File: src/rtl/noc_bridge_pkg.sv
// Shared types, sideband bit positions and helpers for the multi-VC NoC bridge.
`ifndef Noc_Data_Width
`define Noc_Data_Width 32
`endif

package noc_bridge_pkg;

    localparam int NOC_DATA_W = `Noc_Data_Width;

    // Stored FIFO word layout is {flit, is_header, is_tail}.
    localparam int TAIL_BIT = 0;
    localparam int HDR_BIT  = 1;
    localparam int SB_W     = 2;

    typedef struct packed {
        logic [NOC_DATA_W-1:0] flit;
        logic                  is_header;
        logic                  is_tail;
    } flit_sb_t;

    typedef enum logic {
        ARB_IDLE,
        ARB_LOCK
    } arb_state_e;

    function automatic int vc_width(input int n);
        return (n > 1) ? $clog2(n) : 1;
    endfunction

endpackage

File: src/rtl/noc_vc_fifo.sv
// Show-ahead per-VC flit FIFO with a DEPTH-exact occupancy count.
module noc_vc_fifo
    import noc_bridge_pkg::*;
#(
    parameter int W     = 34,
    parameter int DEPTH = 4
) (
    input  logic                   clk_i,
    input  logic                   rst_ni,
    input  logic                   wr_en_i,
    input  logic [W-1:0]           wr_data_i,
    input  logic                   rd_en_i,
    output logic [W-1:0]           rd_data_o,
    output logic [$clog2(DEPTH):0] count_o
);

    localparam int AW = $clog2(DEPTH);
    localparam int CW = AW + 1;

    logic [W-1:0]  mem_q [DEPTH];
    logic [AW-1:0] wr_ptr_q, wr_ptr_d;
    logic [AW-1:0] rd_ptr_q, rd_ptr_d;
    logic [CW-1:0] cnt_q, cnt_d;
    logic          do_wr, do_rd;

    assign do_wr = wr_en_i && (cnt_q != CW'(DEPTH));
    assign do_rd = rd_en_i && (cnt_q != '0);

    always_comb begin
        wr_ptr_d = wr_ptr_q;
        rd_ptr_d = rd_ptr_q;
        cnt_d    = cnt_q + CW'(do_wr) - CW'(do_rd);
        if (do_wr) wr_ptr_d = wr_ptr_q + 1'b1;
        if (do_rd) rd_ptr_d = rd_ptr_q + 1'b1;
    end

    always_ff @(posedge clk_i) begin
        if (do_wr) mem_q[wr_ptr_q] <= wr_data_i;
    end

    always_ff @(posedge clk_i or negedge rst_ni) begin
        if (!rst_ni) begin
            wr_ptr_q <= '0;
            rd_ptr_q <= '0;
            cnt_q    <= '0;
        end else begin
            wr_ptr_q <= wr_ptr_d;
            rd_ptr_q <= rd_ptr_d;
            cnt_q    <= cnt_d;
        end
    end

    assign rd_data_o = mem_q[rd_ptr_q];
    assign count_o   = cnt_q;

endmodule

File: src/rtl/noc_bridge_vc.sv
// Multi-VC bridge: per-VC receive FIFOs with packet-atomic RR arbiter,
// and a registered VC-tagged send stage with packet lock.
`ifndef Noc_Data_Width
`define Noc_Data_Width 32
`endif

module noc_bridge_vc
    import noc_bridge_pkg::*;
#(
    parameter int DATA_W = `Noc_Data_Width,
    parameter int NUM_VC = 2,
    parameter int VC_W   = vc_width(NUM_VC),
    parameter int DEPTH  = 4
) (
    input  logic              noc_clk,
    input  logic              rst_n,
    input  logic              Noc_receive_valid,
    output logic              Noc_receive_ready,
    input  logic [DATA_W-1:0] Noc_receive_flit,
    input  logic [VC_W-1:0]   Noc_receive_vc,
    output logic [NUM_VC-1:0] Noc_receive_VCready,
    input  logic              Noc_receive_is_header,
    input  logic              Noc_receive_is_tail,
    output logic              Noc_sender_valid,
    input  logic              Noc_sender_ready,
    output logic [DATA_W-1:0] Noc_sender_flit,
    output logic [VC_W-1:0]   Noc_sender_vc,
    input  logic [NUM_VC-1:0] Noc_sender_VCready,
    output logic              Noc_sender_is_header,
    output logic              Noc_sender_is_tail,
    output logic              local_rx_valid,
    input  logic              local_rx_ready,
    output logic [DATA_W-1:0] local_rx_flit,
    output logic [VC_W-1:0]   local_rx_vc,
    output logic              local_rx_is_header,
    output logic              local_rx_is_tail,
    input  logic              local_tx_valid,
    output logic              local_tx_ready,
    input  logic [DATA_W-1:0] local_tx_flit,
    input  logic [VC_W-1:0]   local_tx_vc,
    input  logic              local_tx_is_header,
    input  logic              local_tx_is_tail,
    output logic              err_vc_switch
);

    localparam int FW = DATA_W + SB_W;
    localparam int CW = $clog2(DEPTH) + 1;

    logic [CW-1:0]     cnt    [NUM_VC];
    logic [FW-1:0]     head_w [NUM_VC];
    logic [NUM_VC-1:0] wr_en, rd_en;

    arb_state_e        state_q, state_d;
    logic [VC_W-1:0]   lock_vc_q, lock_vc_d;
    logic [VC_W-1:0]   rr_q, rr_d;
    logic [VC_W-1:0]   grant;
    logic [FW-1:0]     head;
    logic              head_vld, found, rx_fire;
    int                idx;

    for (genvar v = 0; v < NUM_VC; v++) begin : g_vc
        assign Noc_receive_VCready[v] = cnt[v] < CW'(DEPTH);
        assign wr_en[v] = Noc_receive_valid && Noc_receive_ready
                       && (Noc_receive_vc == VC_W'(v));
        assign rd_en[v] = rx_fire && (grant == VC_W'(v));

        noc_vc_fifo #(
            .W     (FW),
            .DEPTH (DEPTH)
        ) u_fifo (
            .clk_i     (noc_clk),
            .rst_ni    (rst_n),
            .wr_en_i   (wr_en[v]),
            .wr_data_i ({Noc_receive_flit, Noc_receive_is_header,
                         Noc_receive_is_tail}),
            .rd_en_i   (rd_en[v]),
            .rd_data_o (head_w[v]),
            .count_o   (cnt[v])
        );
    end

    always_comb begin
        Noc_receive_ready = 1'b0;
        for (int v = 0; v < NUM_VC; v++) begin
            if (Noc_receive_vc == VC_W'(v)) Noc_receive_ready = Noc_receive_VCready[v];
        end
    end

    // Locked: only the owning VC is visible, even if it is empty.
    always_comb begin
        grant = lock_vc_q;
        found = 1'b0;
        idx   = 0;
        if (state_q == ARB_IDLE) begin
            grant = rr_q;
            for (int i = 0; i < NUM_VC; i++) begin
                idx = (int'(rr_q) + i) % NUM_VC;
                if (!found && (cnt[idx] != '0)) begin
                    grant = VC_W'(idx);
                    found = 1'b1;
                end
            end
        end
    end

    always_comb begin
        head     = '0;
        head_vld = 1'b0;
        for (int v = 0; v < NUM_VC; v++) begin
            if (grant == VC_W'(v)) begin
                head     = head_w[v];
                head_vld = cnt[v] != '0;
            end
        end
    end

    assign local_rx_valid     = head_vld;
    assign local_rx_flit      = head[FW-1:SB_W];
    assign local_rx_is_header = head[HDR_BIT];
    assign local_rx_is_tail   = head[TAIL_BIT];
    assign local_rx_vc        = grant;
    assign rx_fire            = head_vld && local_rx_ready;

    always_comb begin
        state_d   = state_q;
        lock_vc_d = lock_vc_q;
        rr_d      = rr_q;
        if (rx_fire) begin
            if (local_rx_is_tail) begin
                state_d = ARB_IDLE;
                rr_d    = (grant == VC_W'(NUM_VC - 1)) ? '0 : grant + 1'b1;
            end else if (local_rx_is_header && (state_q == ARB_IDLE)) begin
                state_d   = ARB_LOCK;
                lock_vc_d = grant;
            end
        end
    end

    always_ff @(posedge noc_clk or negedge rst_n) begin
        if (!rst_n) begin
            state_q   <= ARB_IDLE;
            lock_vc_q <= '0;
            rr_q      <= '0;
        end else begin
            state_q   <= state_d;
            lock_vc_q <= lock_vc_d;
            rr_q      <= rr_d;
        end
    end

    logic            out_vld_q, out_vld_d;
    logic [FW-1:0]   out_q, out_d;
    logic [VC_W-1:0] out_vc_q, out_vc_d;
    logic            tx_lock_q, tx_lock_d;
    logic [VC_W-1:0] tx_lock_vc_q, tx_lock_vc_d;
    logic            err_q, err_d;
    logic            tx_vc_rdy, vc_ok, sender_fire, tx_acc;

    always_comb begin
        tx_vc_rdy = 1'b0;
        for (int v = 0; v < NUM_VC; v++) begin
            if (local_tx_vc == VC_W'(v)) tx_vc_rdy = Noc_sender_VCready[v];
        end
    end

    assign vc_ok          = !tx_lock_q || (local_tx_vc == tx_lock_vc_q);
    assign sender_fire    = out_vld_q && Noc_sender_ready;
    assign local_tx_ready = (!out_vld_q || sender_fire) && tx_vc_rdy && vc_ok;
    assign tx_acc         = local_tx_valid && local_tx_ready;

    always_comb begin
        out_vld_d    = out_vld_q;
        out_d        = out_q;
        out_vc_d     = out_vc_q;
        tx_lock_d    = tx_lock_q;
        tx_lock_vc_d = tx_lock_vc_q;
        err_d        = err_q;
        if (tx_acc) begin
            out_vld_d = 1'b1;
            out_d     = {local_tx_flit, local_tx_is_header, local_tx_is_tail};
            out_vc_d  = local_tx_vc;
            if (local_tx_is_tail) begin
                tx_lock_d = 1'b0;
            end else if (local_tx_is_header) begin
                tx_lock_d    = 1'b1;
                tx_lock_vc_d = local_tx_vc;
            end
        end else if (sender_fire) begin
            out_vld_d = 1'b0;
        end
        if (local_tx_valid && !vc_ok) err_d = 1'b1;
    end

    always_ff @(posedge noc_clk or negedge rst_n) begin
        if (!rst_n) begin
            out_vld_q    <= 1'b0;
            out_q        <= '0;
            out_vc_q     <= '0;
            tx_lock_q    <= 1'b0;
            tx_lock_vc_q <= '0;
            err_q        <= 1'b0;
        end else begin
            out_vld_q    <= out_vld_d;
            out_q        <= out_d;
            out_vc_q     <= out_vc_d;
            tx_lock_q    <= tx_lock_d;
            tx_lock_vc_q <= tx_lock_vc_d;
            err_q        <= err_d;
        end
    end

    assign Noc_sender_valid     = out_vld_q;
    assign Noc_sender_flit      = out_q[FW-1:SB_W];
    assign Noc_sender_is_header = out_q[HDR_BIT];
    assign Noc_sender_is_tail   = out_q[TAIL_BIT];
    assign Noc_sender_vc        = out_vc_q;
    assign err_vc_switch        = err_q;

endmodule

File: config.mk
export PLATFORM = sky130hd
export DESIGN_NAME = noc_bridge_vc
export DESIGN_NICKNAME = d
export VERILOG_FILES = /design/src/rtl/noc_bridge_pkg.sv /design/src/rtl/noc_vc_fifo.sv /design/src/rtl/noc_bridge_vc.sv
export SDC_FILE = /design/constraint.sdc
export NUM_CORES = 1
export LEC_CHECK = 0
export CAP_MARGIN = 20
export CORE_ASPECT_RATIO = 0.6
export CORE_MARGIN = 5
export CORE_UTILIZATION = 30
export DETAILED_ROUTE_END_ITERATION = 6
export HOLD_SLACK_MARGIN = 0.06
export PLACE_DENSITY = 0.45
export SYNTH_ARGS = -nofsm -noshare
export SYNTH_HDL_FRONTEND = slang
export SYNTH_HIERARCHICAL = 1
export SYNTH_SLANG_ARGS = --single-unit
File: constraint.sdc
create_clock -name noc_clk -period 4.45 [get_ports noc_clk]
set_input_delay 0.89 -clock noc_clk [delete_from_list [all_inputs] [get_ports noc_clk]]
set_output_delay 0.89 -clock noc_clk [all_outputs]
set_load 0.02 [all_outputs]
Yosys cells after proc, flatten, opt, wreduce, memory -nomap -nowiden
Memories as Yosys holds them, arrays and structs flattened.
Cells that the tools add are included.
{ "totals": {"mem_count": 2, "register_bits": 56, "output_inout_bits": 77, "wordCells": 102, "inputBits": 78, "ram_bits": 272} }
{ "memory_table": {"columns": ["name", "depth", "word_bits", "rd", "rd_ports_with_merged_regs", "wr", "line_no", "source"], "rows": [
  ["g_vc[0].u_fifo.mem_q", 4, 34, 1, 0, 1, "noc_vc_fifo.sv:20", "logic [W-1:0] mem_q [DEPTH];"],
  ["g_vc[1].u_fifo.mem_q", 4, 34, 1, 0, 1, "noc_vc_fifo.sv:20", null]
]} }
{ "classes": {"bitwise_logic": 8, "mux": 25, "eq_ne": 3, "order_cmp": 4, "reduce_logical": 35, "add_sub_neg": 10} }
{ "op_table": {"columns": ["cell", "count"], "rows": [
  ["32-bit by 2-bit greater-or-equal comparator with 1-bit output (second input constant)", 2],
  ["34-bit 2-to-1 mux", 1],
  ["1-bit inverter with 32-bit output", 1],
  ["32-bit inverter", 1],
  ["1-bit 2-to-1 mux", 18],
  ["3-bit 2-to-1 mux", 6],
  ["1-bit logical AND", 17],
  ["3-bit nonzero test", 4],
  ["2-bit by 1-bit adder with 2-bit output (second input constant)", 4],
  ["3-bit by 1-bit adder with 3-bit output", 2],
  ["3-bit less-than comparator (second input constant)", 2],
  ["3-bit != test (second input constant)", 2],
  ["2-bit AND reduction", 3],
  ["3-bit AND reduction", 2],
  ["2-bit nonzero test", 3],
  ["3-bit by 1-bit subtractor with 3-bit output", 2],
  ["1-bit inverter", 5],
  ["1-bit zero test", 4],
  ["1-bit adder (second input constant)", 2],
  ["1-bit logical OR", 2],
  ["1-bit AND (first input constant)", 1],
  ["1-bit equality test", 1]
]} }

Longest topological paths before layout
{ "logic_depth": {"word_depth": 16, "depth_mapped": 14} }

By module
Netlist, hierarchy kept.
{ "by_module_without_submodules": {"columns": ["mod", "cells_per_inst", "n_inst", "area_per_inst_um2"], "rows": [
  ["noc_vc_fifo", 217, 2, 5418.9],
  ["noc_bridge_vc", 169, 1, 2198.4]
]} }

Worst setup path after synthesis
No wires, ideal clock.
{ "synth_path": {"kind": "register to register", "startpoint": "reg g_vc[1].u_fifo.cnt_q[1]", "endpoint": "reg g_vc[0].u_fifo.cnt_q[2]", "path_slack_ns": 1.235, "setup_time_ns": 0.130, "path_stages_with_launch": 15, "period_less_slack_ns": 3.215, "arrival_ns": 3.085, "path_buffers": 2, "path_cell_list": "dfrtp_1 > or3_1 > clkbuf_1 > maj3_2 > mux2i_4 > buf_4 > and3_1 > o31a_1 > ha_1 > inv_1 > ha_1 > inv_1 > fa_1 > xnor2_1 > xnor2_1"} }
{ "synth_between": {"elab_chain_cells": 15} }
{ "synth_lines": {"columns": ["item", "line_no", "source"], "rows": [
  ["start, declared", "noc_vc_fifo.sv:23", "logic [CW-1:0] cnt_q, cnt_d;"],
  ["start signal, assigned", "noc_vc_fifo.sv:49", "cnt_q <= cnt_d;"],
  ["3-bit 2-to-1 mux (not written as such) (3 in series)", "noc_bridge_vc.sv:98", "if (!found && (cnt[idx] != '0)) begin"],
  ["3-bit nonzero test", "noc_bridge_vc.sv:98", null],
  ["1-bit 2-to-1 mux", "noc_bridge_vc.sv:98", null],
  ["1-bit 2-to-1 mux", "noc_bridge_vc.sv:94", "if (state_q == ARB_IDLE) begin"],
  ["1-bit zero test", "noc_bridge_vc.sv:98", null],
  ["1-bit logical AND", "noc_bridge_vc.sv:98", null],
  ["1-bit 2-to-1 mux", "noc_bridge_vc.sv:98", null],
  ["1-bit 2-to-1 mux", "noc_bridge_vc.sv:94", null],
  ["1-bit 2-to-1 mux", "noc_bridge_vc.sv:110", "if (grant == VC_W'(v)) begin"],
  ["1-bit logical AND", "noc_bridge_vc.sv:122", "assign rx_fire = head_vld && local_rx_ready;"],
  ["1-bit logical AND (*)", "noc_bridge_vc.sv:65", "assign rd_en[v] = rx_fire && (grant == VC_W'(v));"],
  ["net rd_en[0]", "noc_bridge_vc.sv:51", "logic [NUM_VC-1:0] wr_en, rd_en;"],
  ["1-bit logical AND (*)", "noc_vc_fifo.sv:27", "assign do_rd = rd_en_i && (cnt_q != '0);"],
  ["net g_vc[0].u_fifo.do_rd", "noc_vc_fifo.sv:24", "logic do_wr, do_rd;"],
  ["3-bit by 1-bit subtractor with 3-bit output (*)", "noc_vc_fifo.sv:32", "cnt_d = cnt_q + CW'(do_wr) - CW'(do_rd);"],
  ["net g_vc[0].u_fifo.cnt_d[2]", "noc_vc_fifo.sv:23", null],
  ["end signal, assigned", "noc_vc_fifo.sv:49", null],
  ["end, declared", "noc_vc_fifo.sv:23", null]
]} }
Mark *: on every way through the listed nets, which the timed path passes. The rest lies on a longest branch. The select of a mux whose other input is x is not followed.
A chain may end at the register's enable or synchronous reset.

Worst setup path in the final report
{ "layout_path": {"startpoint": "reg g_vc[1].u_fifo.cnt_q[1]", "endpoint": "out local_rx_flit[2]"} }
{ "layout_between": {"elab_chain_cells": 11} }
{ "layout_lines": {"columns": ["item", "line_no", "source"], "rows": [
  ["3-bit 2-to-1 mux (not written as such) (3 in series)", "noc_bridge_vc.sv:98", null],
  ["3-bit nonzero test", "noc_bridge_vc.sv:98", null],
  ["1-bit 2-to-1 mux", "noc_bridge_vc.sv:98", null],
  ["1-bit 2-to-1 mux", "noc_bridge_vc.sv:94", null],
  ["1-bit zero test", "noc_bridge_vc.sv:98", null],
  ["1-bit logical AND (*)", "noc_bridge_vc.sv:98", null],
  ["1-bit 2-to-1 mux (*)", "noc_bridge_vc.sv:98", null],
  ["1-bit 2-to-1 mux (*)", "noc_bridge_vc.sv:94", null],
  ["34-bit 2-to-1 mux (*)", "noc_bridge_vc.sv:110", null],
  ["end, declared", "noc_bridge_vc.sv:33", "output logic [DATA_W-1:0] local_rx_flit,"]
]} }
Mark *: on every way between the ends. The rest lies on a longest branch, timed or not. The select of a mux whose other input is x is not followed.

==> flow_summary.ini <==
[drt]
vias = 6416
wl_um = 30300
drc_errors = 0
antenna_left = 0
initialDrtViolationCount = 339
drt-pass1-iter-count = 4
wl_per_cell_um = 21.7
via_per_inst = 4.59

[timing]
worst_pin_slew_ns = 0.976
hold_viol = 0
hold_ws_ns = 0.233
setup_tns_ns = 0
drv_slew = 0
fin_skew_ns = 0.0227
rsz0062_at_grt = no
clock.fmax_mhz = 235
finalSetupViolCount = 0
slew_headroom_pct = 34.7
fin_ws_ns = 0.188
timing.final.crit_share_pct = 95.8
final.min_clock_period_ns = 4.26

[grt]
grt_overflow = 0
grt_pass1_vias = 7067
grt_max_degree = 46
grt_pass1_wl_um = 44900
antenna_found_initial = 0
grt.total_usage_pct = 12.4

[placed_design]
port_buffers = 154
dpl.hpwl_um = 19200
finalWeightedCongestion = 0.713
post-place-ws_ns = 0.700
placement.cell_area_um2 = 15400

[logic_synthesis]
yosysMostFrequentCell = edfxtp_1
synth_edf_count = 272
synth_compound_gate_area_share_pct = 1.34
yosysWarnings = 6
syn-num-nets = 695
synth_area_per_cell_um2 = 21.6
yosys.area_share.simple_pct = 2.37
async_flop_share_pct = 17.1
yosys-top-cells-area = edfxtp_1 63%, dfrtp_1 11%, mux4_2 9.7%
synthFlopType = edfxtp_1
synth_top_family_by_area = multiplexers
postSynthCellCount = 603
synth_xor_area_share_pct = 0.605
syn_area_um2 = 13000
synth.area.mux_share_pct = 18.5
synth_top_area_share_pct = 62.7
ys_types = 47
synth_common_cells = 272 x edfxtp_1, 56 x dfrtp_1, 56 x mux4_2
ys_seq_area_share_pct = 73.4
synthAdderAreaFrac_pct = 1.55
synth_seq_cells = 328
synth_area_leader_cell = edfxtp_1

[clock_tree]
htree_levels = 2
cts_root_buffer = clkbuf_16
ctsHoldBuffers = 0
cts_tree = yes
cts_sinks = 328
cts_resized = 0
cts_max_path_buffers = 3
postCtsSetupRepairBufs = 0
numCtsBuffers = 34
cts.clk_slew.worst_paths_ns = 0.06
insertion_delay_ns = 0.53

[power]
power.leakage_nw = 5.57
power.switching_mw = 3.63
p_int_mw = 7.58
seq_power_share_pct = 37.3
p_sw_share_pct = 32.4
power_density_nw_per_um2 = 680
power_frac_comb_pct = 37.8
ir_worst_vdd_v = 0.000257
clkPwrFrac_pct = 24.9

[final_layout]
fin_nets = 886
layout-drive-gt1-share_pct = 24.4
syn_to_final_growth_pct = 26.4
n_antenna_cell = 0
postLayoutCellArea_um2 = 16500
fill_cells = 3936

[worst_setup_path]
arrival_ns = 3.37
rr_endpoint = g_vc[0].u_fifo/count_o[2]$_DFF_PN0_
r2r-start = g_vc[1].u_fifo/count_o[1]$_DFF_PN0_
r2r_setup_slack_ns = 0.83
endpoint_kind = output port
cp_max_fo = 27
start_kind = register
critical_path_required_ns = 3.56
rr_worst_depth = 13
crit_type = reg -> out

[hold_path]
hp-class = in -> async

[die]
dieArea_um2 = 47900
core_um2 = 43100
die_w_um = 279
die_y_um = 171
num_rows = 59
io_pins = 155
initial_core_util_pct = 30.2

[outcome]
outcome = complete, no violations

[job]
drv_cap = 0
==> power by group through the flow <==
stage | sequential (mW) | combinational [mW] | clock [mW]
2_1_floorplan | 4.23 | 2.54 | 0
3_3_place_gp | 4.22 | 4.28 | 0
3_5_place_dp | 4.26 | 4.33 | 0
4_1_cts | 4.20 | 4.35 | 2.89
5_1_grt | 4.25 | 4.54 | 3.01
6_report | 4.18 | 4.23 | 2.79
==> final cells by class <==
class	instances	area, um2	area share, %
clock buffers	40	895	5.43
clock inverters	20	191	1.16
inverters	17	63.8	0.387
multi-input cells	233	3190	19.4
flip-flops and latches	328	9570	58.1
well taps	579	724	4.40
repair buffers	180	1830	11.1
==> per-stage QoR <==
stage / instances / power (mW) / util (%)
5_1_grt: 1397 / 11.8 / 38.2
2_1_floorplan: 603 / 6.77 / -
3_3_place_gp: 1336 / 8.50 / 35.6
3_5_place_dp: 1336 / 8.59 / 35.6
4_1_cts: 1396 / 11.4 / 38.2
6_report: 1397 / 11.2 / 38.2
==> how the worst max path moves through the flow <==
stage                                   startpoint                                   to  slack, ns  depth (start not counted)
6_report       g_vc[1].u_fifo/count_o[1]$_DFF_PN0_                     local_rx_flit[2]       0.19                          6
5_1_grt        g_vc[1].u_fifo/count_o[1]$_DFF_PN0_                     local_rx_flit[4]       0.05                          6
4_1_cts        g_vc[1].u_fifo/count_o[1]$_DFF_PN0_                     local_rx_flit[4]       0.13                          6
3_5_place_dp   g_vc[1].u_fifo/count_o[1]$_DFF_PN0_                     local_rx_flit[4]       0.70                          6
3_3_place_gp   g_vc[1].u_fifo/count_o[1]$_DFF_PN0_                     local_rx_flit[4]       0.76                          6
2_1_floorplan  g_vc[1].u_fifo/count_o[1]$_DFF_PN0_  g_vc[0].u_fifo/count_o[2]$_DFF_PN0_       1.24                         14
==> cells by family (layout without fill, tap and decap cells) <==
logic type | Yosys count | after routing
flip-flops | 328 | 328
XOR/XNOR | 9 | 9
AND/OR/NAND/NOR | 44 | 44
buffers and inverters | 42 | 257
adder cells (fa/ha/maj) | 15 | 15
AO/OA/AOI/OAI | 24 | 24
multiplexers | 141 | 141
==> critical path: stages (launching register included) <==
cell             delay [ns]
dfrtp_1                0.48
or3_1                  0.52
maj3_2                 0.36
mux2i_4                0.15
buf_4                  0.39
mux2_2                 0.40
clkdlybuf4s50_1        0.54
==> placed cells by master (no fill, tap or decap), types with 3 or more instances in the layout <==
master and n:
clkinv_2 7, nor2_1 3, mux2_2 49, clkbuf_16 35, xnor2_1 6, o211ai_1 6
clkdlybuf4s50_1 153, nand2_1 5, inv_1 17, and3b_2 8, clkinv_1 6, mux4_2 56
buf_12 8, dfrtp_1 52, ha_1 12, dfrtp_2 4, bufinv_16 3, a21oi_1 4
xor2_1 3, edfxtp_1 272, mux2_1 20, clkbuf_1 5, mux2i_1 3, mux4_1 12
buf_4 18, nand2b_1 8, nand4bb_1 4
==> layer usage <==
| metal | vias up | wire, um | track usage, % |
|---|---|---|---|
| li1 | 2849 | - | - |
| met1 | 3420 | 13900 | 17.0 |
| met2 | 104 | 14700 | 20.6 |
| met3 | 43 | 1110 | 2.63 |
| met4 | 0 | 577 | 3.11 |
| met5 | - | 0 | 0 |
==> state kept, by name (all words and copies together) (netlist names) <==
name                  count
tx_lock_q                 1
tx_lock_vc_q              1
Noc_sender_vc             1
lock_vc_q                 1
state_q                   1
err_vc_switch             1
g_vc.u_fifo/wr_ptr_q      4
g_vc.u_fifo/mem_q       272
rr_q                      1
out_q                    34
Noc_sender_valid          1
g_vc.u_fifo/count_o       6
g_vc.u_fifo/rd_ptr_q      4
(Power assumes the default switching activity.)
